==> config.mk <==
export PLATFORM = sky130hd
export DESIGN_NAME = mp_add_seq_flat
export DESIGN_NICKNAME = d
export VERILOG_FILES = /design/src/rtl/mp_add_pkg.sv /design/src/rtl/mp_add_seq_if.sv /design/src/rtl/RCA16.sv /design/src/rtl/mp_add_seq.sv /design/src/flat_wrapper.sv
export SDC_FILE = /design/constraint.sdc
export NUM_CORES = 1
export LEC_CHECK = 0
export CAP_MARGIN = 5
export CORE_ASPECT_RATIO = 1.25
export CORE_MARGIN = 2
export CORE_UTILIZATION = 45
export CTS_BUF_LIST = sky130_fd_sc_hd__clkbuf_4 sky130_fd_sc_hd__clkbuf_8 sky130_fd_sc_hd__clkbuf_16
export DETAILED_ROUTE_END_ITERATION = 8
export GPL_ROUTABILITY_DRIVEN = 0
export MAX_ROUTING_LAYER = met4
export PLACE_DENSITY = 0.84
export SLEW_MARGIN = 20
export SYNTH_ARGS = -nofsm -noshare
export SYNTH_HDL_FRONTEND = slang
export SYNTH_SLANG_ARGS = --single-unit
==> constraint.sdc <==
create_clock -name clk -period 11.12 [get_ports clk]
set_clock_uncertainty 0.1 [all_clocks]
set_input_delay 1.668 -clock clk [delete_from_list [all_inputs] [get_ports clk]]
set_output_delay 1.668 -clock clk [all_outputs]
set_load 0.01 [all_outputs]
==> src/rtl/mp_add_pkg.sv <==
// Shared types and constants for the multi-precision add sequencer.
package mp_add_pkg;

  localparam int WORD_W = 16;

  typedef enum logic {IDLE, RUN} state_t;

endpackage

==> src/rtl/mp_add_seq_if.sv <==
// Start/done request bus of mp_add_seq; the sub signal exists only when MP_ADD_SUB_EN is defined.
interface mp_add_seq_if
  import mp_add_pkg::*;
#(
  parameter int NWORDS = 4
);

  logic                     strt;
  logic [WORD_W*NWORDS-1:0] A;
  logic [WORD_W*NWORDS-1:0] B;
  logic                     Cin;
`ifdef MP_ADD_SUB_EN
  logic                     sub;
`endif
  logic                     busy;
  logic                     done;
  logic [WORD_W*NWORDS-1:0] S;
  logic                     Cout;
  logic                     ovfl;

`ifdef MP_ADD_SUB_EN
  modport master (output strt, A, B, Cin, sub, input busy, done, S, Cout, ovfl);
  modport slave  (input strt, A, B, Cin, sub, output busy, done, S, Cout, ovfl);
`else
  modport master (output strt, A, B, Cin, input busy, done, S, Cout, ovfl);
  modport slave  (input strt, A, B, Cin, output busy, done, S, Cout, ovfl);
`endif

endinterface

==> src/rtl/RCA16.sv <==
// 16-bit ripple-carry adder; the single arithmetic element shared across all words.
module RCA16
  import mp_add_pkg::*;
(
  input  logic [WORD_W-1:0] A,
  input  logic [WORD_W-1:0] B,
  input  logic              Cin,
  output logic [WORD_W-1:0] S,
  output logic              Cout
);

  // NOTE: blocking assignments here model the carry rippling bit to bit; the
  // defaults at the top of the block keep every output fully assigned (no latch).
  always_comb begin
    logic c;
    S = '0;
    c = Cin;
    for (int i = 0; i < WORD_W; i++) begin
      S[i] = A[i] ^ B[i] ^ c;
      c    = (A[i] & B[i]) | (c & (A[i] ^ B[i]));
    end
    Cout = c;
  end

endmodule

==> src/rtl/mp_add_seq.sv <==
// Multi-precision add sequencer: one RCA16 walked over NWORDS words, LS word first.
// Define MP_ADD_SUB_EN to add the sub port (A - B via inverted B and forced carry-in).
module mp_add_seq
  import mp_add_pkg::*;
#(
  parameter int NWORDS = 4
) (
  input  logic         clk,
  input  logic         rst_n,
  mp_add_seq_if.slave  bus
);

  localparam int                IDX_W = $clog2(NWORDS);
  localparam logic [IDX_W-1:0]  LAST  = IDX_W'(NWORDS - 1);

  state_t                         state;
  logic [IDX_W-1:0]               idx;
  logic                           carry;
  logic [NWORDS-1:0][WORD_W-1:0]  a_reg;
  logic [NWORDS-1:0][WORD_W-1:0]  b_reg;
  logic [NWORDS-1:0][WORD_W-1:0]  s_reg;
  logic                           cout_reg;
  logic                           ovfl_reg;
  logic                           busy_reg;
  logic                           done_reg;
  logic [WORD_W-1:0]              add_s;
  logic                           add_cout;
  logic                           accept;
  logic [WORD_W*NWORDS-1:0]       b_eff;
  logic                           cin_eff;

  assign accept = (state == IDLE) && bus.strt;

`ifdef MP_ADD_SUB_EN
  assign b_eff   = bus.sub ? ~bus.B : bus.B;
  assign cin_eff = bus.sub | bus.Cin;
`else
  assign b_eff   = bus.B;
  assign cin_eff = bus.Cin;
`endif

  // NOTE: the operand registers carry no reset: they are always loaded on the
  // accepting edge before RUN reads them, so a reset would only add fanout.
  // b_reg holds B as applied to the adder, so ovfl can read its MSB directly.
  always_ff @(posedge clk) begin
    if (accept) begin
      a_reg <= bus.A;
      b_reg <= b_eff;
    end
  end

  RCA16 u_rca (
    .A    (a_reg[idx]),
    .B    (b_reg[idx]),
    .Cin  (carry),
    .S    (add_s),
    .Cout (add_cout)
  );

  always_ff @(posedge clk) begin
    if (!rst_n) begin
      state    <= IDLE;
      idx      <= '0;
      carry    <= 1'b0;
      s_reg    <= '0;
      cout_reg <= 1'b0;
      ovfl_reg <= 1'b0;
      busy_reg <= 1'b0;
      done_reg <= 1'b0;
    end else begin
      done_reg <= 1'b0;
      case (state)
        IDLE: begin
          if (bus.strt) begin
            idx      <= '0;
            carry    <= cin_eff;
            busy_reg <= 1'b1;
            state    <= RUN;
          end
        end
        RUN: begin
          s_reg[idx] <= add_s;
          carry      <= add_cout;
          idx        <= idx + 1'b1;
          if (idx == LAST) begin
            cout_reg <= add_cout;
            ovfl_reg <= (a_reg[NWORDS-1][WORD_W-1] == b_reg[NWORDS-1][WORD_W-1]) &&
                        (add_s[WORD_W-1] != a_reg[NWORDS-1][WORD_W-1]);
            done_reg <= 1'b1;
            busy_reg <= 1'b0;
            state    <= IDLE;
          end
        end
        default: state <= IDLE;
      endcase
    end
  end

  assign bus.busy = busy_reg;
  assign bus.done = done_reg;
  assign bus.S    = s_reg;
  assign bus.Cout = cout_reg;
  assign bus.ovfl = ovfl_reg;

endmodule

==> src/flat_wrapper.sv <==
// flat-port wrapper written by rule: the top's interface ports become plain ports
module mp_add_seq_flat import mp_add_pkg::*;
#(
  parameter int NWORDS = 4
)
  (clk, rst_n, bus_strt, bus_A, bus_B, bus_Cin, bus_busy, bus_done, bus_S, bus_Cout, bus_ovfl);
  mp_add_seq_if #(.NWORDS(NWORDS)) bus_i ();
  input  logic clk;
  input  logic rst_n;
  input wire logic [$bits(bus_i.strt)-1:0] bus_strt;
  input wire logic [$bits(bus_i.A)-1:0] bus_A;
  input wire logic [$bits(bus_i.B)-1:0] bus_B;
  input wire logic [$bits(bus_i.Cin)-1:0] bus_Cin;
  output wire logic [$bits(bus_i.busy)-1:0] bus_busy;
  output wire logic [$bits(bus_i.done)-1:0] bus_done;
  output wire logic [$bits(bus_i.S)-1:0] bus_S;
  output wire logic [$bits(bus_i.Cout)-1:0] bus_Cout;
  output wire logic [$bits(bus_i.ovfl)-1:0] bus_ovfl;
  assign bus_i.strt = bus_strt;
  assign bus_i.A = bus_A;
  assign bus_i.B = bus_B;
  assign bus_i.Cin = bus_Cin;
  assign bus_busy = bus_i.busy;
  assign bus_done = bus_i.done;
  assign bus_S = bus_i.S;
  assign bus_Cout = bus_i.Cout;
  assign bus_ovfl = bus_i.ovfl;
  mp_add_seq #(.NWORDS(NWORDS)) u_core (.clk(clk), .rst_n(rst_n), .bus(bus_i));
endmodule
==> results.sh <==
export IMPL_vias_in_the_first_global_route=4737
export IMPL_rows=53
export IMPL_diodes=0
export IMPL_slew_headroom_pct=38.5
export IMPL_viasPerCell=5.11
export IMPL_critical_path_n_buffers_inverters=3
export IMPL_setup_worst_path_end_class="register"
export IMPL_first_pass_iters=5
export IMPL_max_clock_freq_mhz=116
export IMPL_placeableCoreArea_sq_mm=0.0167
export IMPL_synthArstFlopShare_pct=0
export IMPL_tritoncts_num_sinks=200
export IMPL_cts_htree_levels=4
export IMPL_worst_endpoint_required_ns=11.33
export IMPL_mappedNetlistNets=624
export IMPL_starting_density_pct=45.6
export IMPL_grt_util_met1_pct=21.9
export IMPL_grt_first_pass_wirelength_mm=25.6
export IMPL_clock_tree_buffer_depth=2
export IMPL_cp_start_kind="register"
export IMPL_grt_antenna_before_repair=0
export IMPL_cp_slowest_stage_delay_ns=0.93
export IMPL_area_growth_syn_to_layout_pct=35.1
export IMPL_synth_cells=472
export IMPL_final_critical_path_time_including_i_o_delays_and_setup_ns=8.60
export IMPL_post_cts_setup_buffer_count=0
export IMPL_io_pins=200
export IMPL_hold_class="reg -> reg"
export IMPL_synthesis_area_sq_mm=0.00762
export IMPL_cts_repair_resized=0
export IMPL_max_rail_drop_vdd_uv=97.6
export IMPL_synthesized_area_per_cell_sq_um=16.2
export IMPL_detailedRoute_firstIterationViolations=288
export IMPL_port_buffers=199
export IMPL_grt_setup_unrepaired="false"
export IMPL_pwr_density_cell_mw_per_mm2=160
export IMPL_cts_inserted_buffers=17
export IMPL_drc=0
export IMPL_slew_viol_final=0
export IMPL_grt_start_max_net_pins=75
export IMPL_worst_setup_path_type="reg -> reg"
export IMPL_synth_edf_count=128
export IMPL_globalRouteTotalUtil_pct=19.8
export IMPL_worstPathMaxFanout=36
export IMPL_cell_with_the_largest_stage_delay_on_the_worst_path="sky130_fd_sc_hd__dfxtp_2"
export IMPL_routed_wirelength_mm=16.9
export IMPL_worst_slew_pin_transition_ns=0.917
export IMPL_wire_per_inst_um=18.7
export IMPL_fin_nets=819
export IMPL_clk_root_buffer_cell="sky130_fd_sc_hd__clkbuf_16"
export IMPL_ys_seq_elements=200
export IMPL_fin_worst_hold_slack_ns=0.346
export IMPL_cellLeakagePower_nw=3.58
export IMPL_ys_warnings_count=0
export IMPL_layout_common_cells="sky130_fd_sc_hd__clkdlybuf4s50_1 (199), sky130_fd_sc_hd__edfxtp_1 (128), sky130_fd_sc_hd__nand2_1 (98)"
export IMPL_cts_tree="built"
export IMPL_hold_viol_final=0
export IMPL_post_dp_hpwl_mm=12.4
export IMPL_dieHeight_um=150
export IMPL_antenna_left=0
export IMPL_cp_top_family="adder cells"
export IMPL_dieArea_sq_mm=0.0180
export IMPL_drive_above_1_share_pct=10.6
export IMPL_global_route_peak_usage_layer="met2"
export IMPL_post_cts_hold_buffer_count=0
export IMPL_dr_total_vias=4598
export IMPL_met2_usage_pct=33.7
export IMPL_clock_transition_at_the_register_clock_pins_on_the_worst_setup_and_hold_paths_after_cts_ns=0.07
export IMPL_status="finished, final reports clean"
export IMPL_critical_path_top_cell_by_count="sky130_fd_sc_hd__fa_1"
export IMPL_worst_endpoint_arrival_ns=8.81
export IMPL_chipWidth_um=120
export IMPL_cell_by_cell_listing_of_the_critical_path="mux4_2, fa_1, fa_1, fa_1, fa_1, fa_1, fa_1, fa_1, fa_1, fa_1, fa_1, fa_1, fa_1, fa_1, inv_1, fa_1, inv_1, fa_1, inv_1, fa_1, and3_1, o21ai_1, nand2_1"
export IMPL_globalRoute_totalOverflow=0
export IMPL_filler_cell_count=1236
export IMPL_final_setup_tns_ns=0
export IMPL_layout_cells_most_common="sky130_fd_sc_hd__clkdlybuf4s50_1"
export IMPL_clock_latency_ns=0.42
export IMPL_synth_ff_type="sky130_fd_sc_hd__edfxtp_1"
export IMPL_post_synth_num_cell_types=29
export IMPL_final_period_utilization_pct=77.3
export IMPL_globalRouteMet3Util_pct=3.47
export IMPL_finalSetupViolations=0
export IMPL_synth_sequential_area_ratio_pct=69.3
export IMPL_drv_cap=0
## stage by stage
step | worst slack, ns | power, mW | area (sq um) | cells | util (%)
final | 2.52 | 1.64 | 10300 | 900 | 61.6
after global routing | 2.20 | 1.71 | 10300 | 900 | 61.6
after CTS | 2.46 | 1.66 | 10300 | 900 | 61.6
after detailed placement | 2.62 | 1.08 | 9740 | 868 | 58.3
after global placement | 2.71 | 1.07 | 9740 | 868 | 58.3
after floorplan | 3.14 | 0.978 | 7620 | 472 | -
## routing by layer
metal / wire length (um) / share of wire, % / vias up
met3: 713 / 4.2 / 43
met2: 9130 / 54 / 168
li1: - / - / 2118
met5: 0 / 0 / -
met4: 757 / 4.5 / 0
met1: 6270 / 37 / 2269
## synthesized netlist by cell type, types with 3 or more instances
master                     count  area share, %
sky130_fd_sc_hd__fa_1         16            4.2
sky130_fd_sc_hd__dfxtp_1      72             19
sky130_fd_sc_hd__o211a_1       7           0.92
sky130_fd_sc_hd__edfxtp_1    128             50
sky130_fd_sc_hd__and2_1        3           0.25
sky130_fd_sc_hd__clkbuf_1      5           0.25
sky130_fd_sc_hd__nand2_1      98            4.8
sky130_fd_sc_hd__o21ai_1       4           0.26
sky130_fd_sc_hd__nor2b_1       4           0.33
sky130_fd_sc_hd__buf_4         6           0.59
sky130_fd_sc_hd__buf_12        3           0.79
sky130_fd_sc_hd__inv_1         9           0.44
sky130_fd_sc_hd__mux4_2       32            9.5
sky130_fd_sc_hd__buf_2        12           0.79
sky130_fd_sc_hd__a22o_1       14            1.6
sky130_fd_sc_hd__a21boi_1     43            4.2
sky130_fd_sc_hd__ha_1          4           0.66
## layout make-up
cell class	count	area (sq um)	area share [%]
Sequential cell	200	5290	51.3
Multi-Input combinational cell	235	2120	20.6
Timing Repair Buffer	203	2020	19.6
Clock buffer	19	440	4.28
Tap cell	220	275	2.67
Clock inverter	13	118	1.14
Inverter	10	37.5	0.365
## path summary, 6_finish.rpt
| kind | startpoint | to | slack (ns) | cells past startpoint |
|---|---|---|---|---|
| worst max-delay path | u_core.idx[1]$_SDFFE_PN0P_ | u_core.bus.ovfl$_SDFFE_PN0P_ | 2.52 | 23 |
| worst min-delay path | u_core.bus.ovfl$_SDFFE_PN0P_ | u_core.bus.ovfl$_SDFFE_PN0P_ | 0.35 | 2 |
| worst max register to register | u_core.idx[1]$_SDFFE_PN0P_ | u_core.bus.ovfl$_SDFFE_PN0P_ | 2.52 | 23 |
| worst min register to register | u_core.bus.ovfl$_SDFFE_PN0P_ | u_core.bus.ovfl$_SDFFE_PN0P_ | 0.35 | 2 |
## worst min-delay path: stages (launching register included)
cell and delay (ns):
sky130_fd_sc_hd__dfxtp_1 0.31, sky130_fd_sc_hd__nand2_1 0.05, sky130_fd_sc_hd__nand2_1 0.04
## where the power goes
| group | switching [mW] | internal, mW | leakage, nW |
|---|---|---|---|
| sequential | 0.0171 | 0.833 | 1.80 |
| combinational | 0.0992 | 0.114 | 1.51 |
| clock | 0.264 | 0.316 | 0.269 |
## kinds of logic after synthesis
family	Yosys count	share of synthesized area (%)
flops	200	69.3
simple gates	111	5.84
compound gates	70	7.19
buf+inv	37	3.05
mux	34	9.73
fa+ha+maj	20	4.86
No activity file was read; power rests on OpenSTA's default activity.
